[src/rtl/ccg_bist_pkg.sv]
// ccg_bist_pkg: shared state encoding, MISR defaults and the MISR step function
// used by both the response reader and its reference model.
package ccg_bist_pkg;

    typedef enum logic [1:0] {IDLE, APPLY, CAPTURE, FINISH} state_t;

    localparam int          MISR_MAX = 64;
    localparam logic [19:0] DEF_POLY = 20'h00009;
    localparam logic [19:0] DEF_SEED = 20'h00000;

    // One MISR shift for a register of `width` bits (width < MISR_MAX), operands zero-extended.
    function automatic logic [MISR_MAX-1:0] misr_step(
        input logic [MISR_MAX-1:0] sig,
        input logic [MISR_MAX-1:0] poly,
        input logic [MISR_MAX-1:0] din,
        input int                  width
    );
        logic [MISR_MAX-1:0] mask;
        logic                msb;
        mask = (MISR_MAX'(1) << width) - MISR_MAX'(1);
        msb  = |(sig & (MISR_MAX'(1) << (width - 1)));
        misr_step = ((sig << 1) ^ (msb ? poly : '0) ^ din) & mask;
    endfunction

endpackage

[src/rtl/ccg_misr.sv]
// ccg_misr: multiple-input signature register; clear loads SEED, enable compacts din.
module ccg_misr
    import ccg_bist_pkg::*;
#(
    parameter int               N_OUT = 20,
    parameter logic [N_OUT-1:0] POLY  = DEF_POLY,
    parameter logic [N_OUT-1:0] SEED  = DEF_SEED
) (
    input  logic             clk,
    input  logic             rst_n,
    input  logic             clear,
    input  logic             enable,
    input  logic [N_OUT-1:0] din,
    output logic [N_OUT-1:0] sig
);

    logic [N_OUT-1:0] sig_q, sig_d;

    always_comb begin
        sig_d = clear  ? SEED :
                enable ? N_OUT'(misr_step(MISR_MAX'(sig_q), MISR_MAX'(POLY), MISR_MAX'(din), N_OUT)) :
                         sig_q;
    end

    always_ff @(posedge clk or negedge rst_n) begin
        if (!rst_n) sig_q <= SEED;
        else        sig_q <= sig_d;
    end

    assign sig = sig_q;

endmodule

[src/rtl/ccg_bist_response_reader.sv]
// ccg_bist_response_reader: walks every benchmark input vector, holds each for SETTLE
// cycles, compacts the responses in a MISR and flags the signature against GOLDEN.
module ccg_bist_response_reader
    import ccg_bist_pkg::*;
#(
    parameter int               N_IN   = 4,
    parameter int               N_OUT  = 20,
    parameter logic [N_OUT-1:0] POLY   = DEF_POLY,
    parameter logic [N_OUT-1:0] SEED   = DEF_SEED,
    parameter int               SETTLE = 2,
    parameter logic [N_OUT-1:0] GOLDEN = '0
) (
    input  logic             clk,
    input  logic             rst_n,
    input  logic             start,
    input  logic             abort,
    output logic [N_IN-1:0]  vec_o,
    input  logic [N_OUT-1:0] resp_i,
    output logic             busy,
    output logic             done,
    output logic             sig_valid,
    output logic [N_OUT-1:0] signature,
    output logic             pass
);

    localparam logic [N_IN-1:0] VEC_LAST = '1;
    localparam logic [3:0]      CNT_LAST = 4'(SETTLE - 1);

    state_t          state_q, state_d;
    logic [3:0]      cnt_q, cnt_d;
    logic [N_IN-1:0] vec_q, vec_d;
    logic            valid_q, valid_d;
    logic            misr_clear, misr_en;

    always_comb begin
        state_d    = state_q;
        cnt_d      = cnt_q;
        vec_d      = vec_q;
        valid_d    = valid_q;
        misr_clear = 1'b0;
        misr_en    = 1'b0;
        case (state_q)
            IDLE: begin
                if (start) begin
                    state_d    = APPLY;
                    cnt_d      = '0;
                    vec_d      = '0;
                    valid_d    = 1'b0;
                    misr_clear = 1'b1;
                end
            end
            APPLY: begin
                cnt_d = cnt_q + 4'd1;
                if (abort) begin
                    state_d = IDLE;
                    cnt_d   = '0;
                    vec_d   = '0;
                end else if (cnt_q == CNT_LAST) begin
                    state_d = CAPTURE;
                end
            end
            CAPTURE: begin
                // abort wins over the capture so the partial signature is left untouched
                if (abort) begin
                    state_d = IDLE;
                    cnt_d   = '0;
                    vec_d   = '0;
                end else begin
                    misr_en = 1'b1;
                    if (vec_q == VEC_LAST) begin
                        state_d = FINISH;
                        valid_d = 1'b1;
                    end else begin
                        state_d = APPLY;
                        cnt_d   = '0;
                        vec_d   = vec_q + N_IN'(1);
                    end
                end
            end
            FINISH: state_d = IDLE;
            default: state_d = IDLE;
        endcase
    end

    always_ff @(posedge clk or negedge rst_n) begin
        if (!rst_n) begin
            state_q <= IDLE;
            cnt_q   <= '0;
            vec_q   <= '0;
            valid_q <= 1'b0;
        end else begin
            state_q <= state_d;
            cnt_q   <= cnt_d;
            vec_q   <= vec_d;
            valid_q <= valid_d;
        end
    end

    ccg_misr #(
        .N_OUT (N_OUT),
        .POLY  (POLY),
        .SEED  (SEED)
    ) u_misr (
        .clk    (clk),
        .rst_n  (rst_n),
        .clear  (misr_clear),
        .enable (misr_en),
        .din    (resp_i),
        .sig    (signature)
    );

    assign vec_o     = vec_q;
    assign busy      = state_q != IDLE;
    assign done      = state_q == FINISH;
    assign sig_valid = valid_q;
    assign pass      = valid_q & (signature == GOLDEN);

endmodule

[config.mk]
export PLATFORM = sky130hd
export DESIGN_NAME = ccg_bist_response_reader
export DESIGN_NICKNAME = d
export VERILOG_FILES = /design/src/rtl/ccg_bist_pkg.sv /design/src/rtl/ccg_misr.sv /design/src/rtl/ccg_bist_response_reader.sv
export SDC_FILE = /design/constraint.sdc
export NUM_CORES = 1
export LEC_CHECK = 0
export ABC_AREA = 1
export CAP_MARGIN = 10
export CORE_MARGIN = 3
export CORE_UTILIZATION = 46
export DETAILED_ROUTE_END_ITERATION = 16
export PLACE_DENSITY = 0.88
export REMOVE_ABC_BUFFERS = 1
export SYNTH_ARGS = -nofsm -noshare
export SYNTH_HDL_FRONTEND = slang
export SYNTH_SLANG_ARGS = --single-unit
[constraint.sdc]
create_clock -name clk -period 1.5 [get_ports clk]
set_input_delay 0.375 -clock clk [delete_from_list [all_inputs] [get_ports clk]]
set_output_delay 0.375 -clock clk [all_outputs]
set_load 0.01 [all_outputs]
==> impl_summary.log <==
[metrics] number of clock buffers inserted by TritonCTS: 5
[metrics] global-route total usage across every layer: about a fifth
[metrics] area of the mapped netlist: 1680 µm²
[metrics] # rows: 21
[metrics] post-detailed-route DRC marker count: 0
[metrics] starting utilization of the core area: a little under 50%
[metrics] Net Sw Power: roughly 1200 µW
[metrics] ports placed on the boundary: between 50 and 60
[metrics] critical path data required time: about 1.1 ns
[metrics] final setup violation count: 1
[metrics] remaining global-route overflow: 0
[metrics] Total Nets Final: 310
[metrics] worst skew pair latency: around 0.28 ns
[metrics] initial antenna violation count: 0
[metrics] clock-pin slew on the worst setup and hold paths: 0.06 ns
[metrics] post-route worst setup slack: -0.226 ns
[metrics] achievable frequency: approximately 0.58 GHz
[metrics] vias in the first global route: approximately 1.5k
[metrics] largest clock skew in the final design: 0.00498 ns
[metrics] Routability Congestion: 0.810
[metrics] fraction of synthesized cell area taken by the top area cell type: 46.1%
[metrics] buffering stage count on the worst path with inverters included: 1
[metrics] largest cells by area after synthesis: sky130_fd_sc_hd__dfrtp_1 46%, sky130_fd_sc_hd__xnor2_1 10%, sky130_fd_sc_hd__nand2_1 7.8%
[metrics] number of standard cells after synthesis: approximately 180
[metrics] Max Slew Vio Count: 0
[metrics] count of placed standard cells including taps: between 300 and 400
[metrics] Core Region: approximately 3400 µm²
[metrics] critical path launch point type: flip-flop
[metrics] routed vias/inst: around 4.8
[metrics] hold violation count in the final report: 0
[metrics] Hold Slack: ~0.46 ns
[metrics] TritonCTS clock tree: yes
[metrics] pin count of the biggest net entering global routing: 32
[metrics] total wire length: 4230 µm
[metrics] Reg power frac: about a third
[metrics] Worst path top cell family by delay: simple AND/OR/NAND/NOR gates
[metrics] residual antenna-violating net count after detailed routing: 0
[metrics] final routed wire length divided by cell count: between 10 and 15 µm
[metrics] largest area contributor in the synthesized netlist: sky130_fd_sc_hd__dfrtp_1
[metrics] slowest stage cell, crit path: sky130_fd_sc_hd__dfrtp_1
[metrics] post-synth cell types: 24
[metrics] placed wire-length estimate: 3170 µm
[metrics] run status: finished with violations
[metrics] Sink Count: 31
[metrics] antenna diode count: 0
[metrics] ordered cell list for the critical path: nor2_1, nand3_1, nor2_1, nand2_1, nor2_2, buf_2
[metrics] horizontal extent of the die: 66.5 µm
[metrics] worst-path fanout max: 2
[metrics] sw frac: a little over a third
[metrics] power density over cell area: between 1000 and 1500 nW/µm²
[metrics] sum of negative setup slack: -0.226 ns
[metrics] share of synthesized area occupied by flip-flops and latches: 46.1%
[metrics] CP arrival: around 1.4 ns
[metrics] total of max-cap violations: 0
[metrics] Cell Count, Final, Fillers Out: between 300 and 400
[metrics] maximum vdd ir drop: between 0.0008 and 0.0009 V
[metrics] clock share of power: ~19%
[metrics] standby leakage power: roughly 0.0013 µW
[metrics] library cell used as clock root buffer: sky130_fd_sc_hd__clkbuf_8
[metrics] startpoint-to-endpoint class of the critical path: reg -> out
[metrics] top library cells by usage in the layout, fill and taps aside: 45 x sky130_fd_sc_hd__buf_4, 35 x sky130_fd_sc_hd__nand2_1, 31 x sky130_fd_sc_hd__dfrtp_1
[metrics] internal power of the cells: between 2000 and 2500 µW
[metrics] first-pass iteration count of the detailed router: 5
[metrics] RSZ-0062 raised after global routing: yes
[metrics] maximum clock path buffer count: 2
[metrics] Hold/Removal Path Class: in -> async
[metrics] fin crit period: around 1.7 ns
[metrics] first-pass GRT wire length: about 7000 µm
[metrics] synthesized area divided by synthesized cell count: approximately 9.3 µm²
[metrics] y dimension of the die: 66.5 µm
[metrics] number of DRC markers in iteration 0: just under 60
[metrics] Clock H-tree levels: 2
[metrics] biggest cell delay along the critical path: between 0.3 and 0.4 ns
[metrics] share of the clock period used by the worst path after layout: 115%
[metrics] combinational cell fraction of total power: about 50%
[metrics] max-slew headroom at the worst pin: between 80% and 90%
[metrics] Worst Setup End Kind: output pin
[metrics] number of input and output port buffers inserted: 51
[metrics] fraction of layout cells with a size suffix above 1: about a third
[metrics] count of synthesis-stage warnings from yosys: 0
[metrics] register bit total from synthesis: 31
[metrics] depth of the worst register-to-register path: 8
[metrics] die area: 4420 µm²
[metrics] commonest non-fill, non-tap cell in the layout: sky130_fd_sc_hd__buf_4
[metrics] number of cells on the critical path: 6
[metrics] area grow syn2layout: 57.1%
[metrics] violations in the final reports: negative setup slack
[metrics] vias: about 1.6k
[metrics] dominant cell type by count on the critical path: sky130_fd_sc_hd__nor2_1
[metrics] slew at the pin closest to its max-slew limit: between 0.2 and 0.25 ns
## power by group through the flow
stage / Clock (µW) / Sequential [µW] / Combinational, µW
6_report: 624 / 1110 / 1640
5_1_grt: 683 / 1130 / 1800
4_1_cts: 638 / 1100 / 1600
3_5_place_dp: 0 / 1110 / 1670
3_3_place_gp: 0 / 1100 / 1630
2_1_floorplan: 0 / 1210 / 682
## cell usage after synthesis (all sizes together)
cell type / n
a21oi: 2
buf: 3
dfrtp: 31
ha: 3
inv: 24
nand2: 40
nand3: 12
nand4: 3
nor2: 16
nor3: 1
o21ai: 10
o22ai: 14
or2: 1
xnor2: 20
xor2: 1
## sequential cells by signal, indices dropped and copies added, names as in the netlist
register and flops:
state_q 2, vec_o 4, cnt_q 4, u_misr.sig 20
sig_valid 1
## area by class of cell
type	instances	area, µm²
flip-flops and latches	31	776
well taps	46	57.6
clock inverters	1	5.00
repair buffers	98	842
fillers	221	798
inverters	24	90.1
multi-input cells	123	797
clock buffers	7	76.3
## worst reg2reg max path, stage by stage (launching register included)
cell and delay [ns]:
sky130_fd_sc_hd__dfrtp_1 0.38, sky130_fd_sc_hd__buf_4 0.16, sky130_fd_sc_hd__ha_1 0.23, sky130_fd_sc_hd__nand3_2 0.09
sky130_fd_sc_hd__inv_1 0.05, sky130_fd_sc_hd__nand2_2 0.10, sky130_fd_sc_hd__nand2_2 0.09, sky130_fd_sc_hd__nand2_1 0.07
sky130_fd_sc_hd__o21ai_0 0.09
## routing by layer
| metal | global-route usage, % | wire length [µm] | vias to the layer above |
|---|---|---|---|
| met5 | 0 | 0 | - |
| met4 | 5.84 | 46 | 0 |
| met3 | 6.75 | 253 | 7 |
| met2 | 34.4 | 2080 | 48 |
| met1 | 26.8 | 1850 | 727 |
| li1 | - | - | 787 |
## through the flow
stage / setup WS (ns) / power [µW] / utilization [%] / cell area [µm²]
4_1_cts: -0.205 / 3330 / 75.9 / 2610
3_3_place_gp: -0.243 / 2730 / 74.2 / 2550
6_report: -0.226 / 3370 / 76.8 / 2640
2_1_floorplan: -0.131 / 1890 / - / 1650
5_1_grt: -0.306 / 3610 / 76.8 / 2640
3_5_place_dp: -0.303 / 2780 / 74.2 / 2550
## kinds of logic after synthesis
logic type / synth area share, %
DFF: 46.1
and+or+nand+nor: 20.2
buffers and inverters: 7.14
xor gates and xnor gates: 10.9
adders and majority gates: 2.23
AOI/OAI and AO/OA: 13.4
## what timing repair did
item / 4_1_cts / 5_1_grt
buffers inserted: 2 / 4
pin swaps: 3 / 4
hold buffers: 0 / 0
endpoints found under the setup margin: 28 / 16
gates resized for setup: 33 / 26
## final timing paths
check                               from            end  slack, ns
setup reg to reg                vec_o[0]       cnt_q[0]       0.12
max in group asynchronous          rst_n     state_q[0]       0.87
hold reg to reg                 vec_o[1]       vec_o[1]       0.54
hold / removal                     rst_n  u_misr.sig[7]       0.46
min in group clk                vec_o[1]       vec_o[1]       0.54
setup / recovery           u_misr.sig[0]           pass      -0.23
No activity file was read; power rests on OpenSTA's default activity.
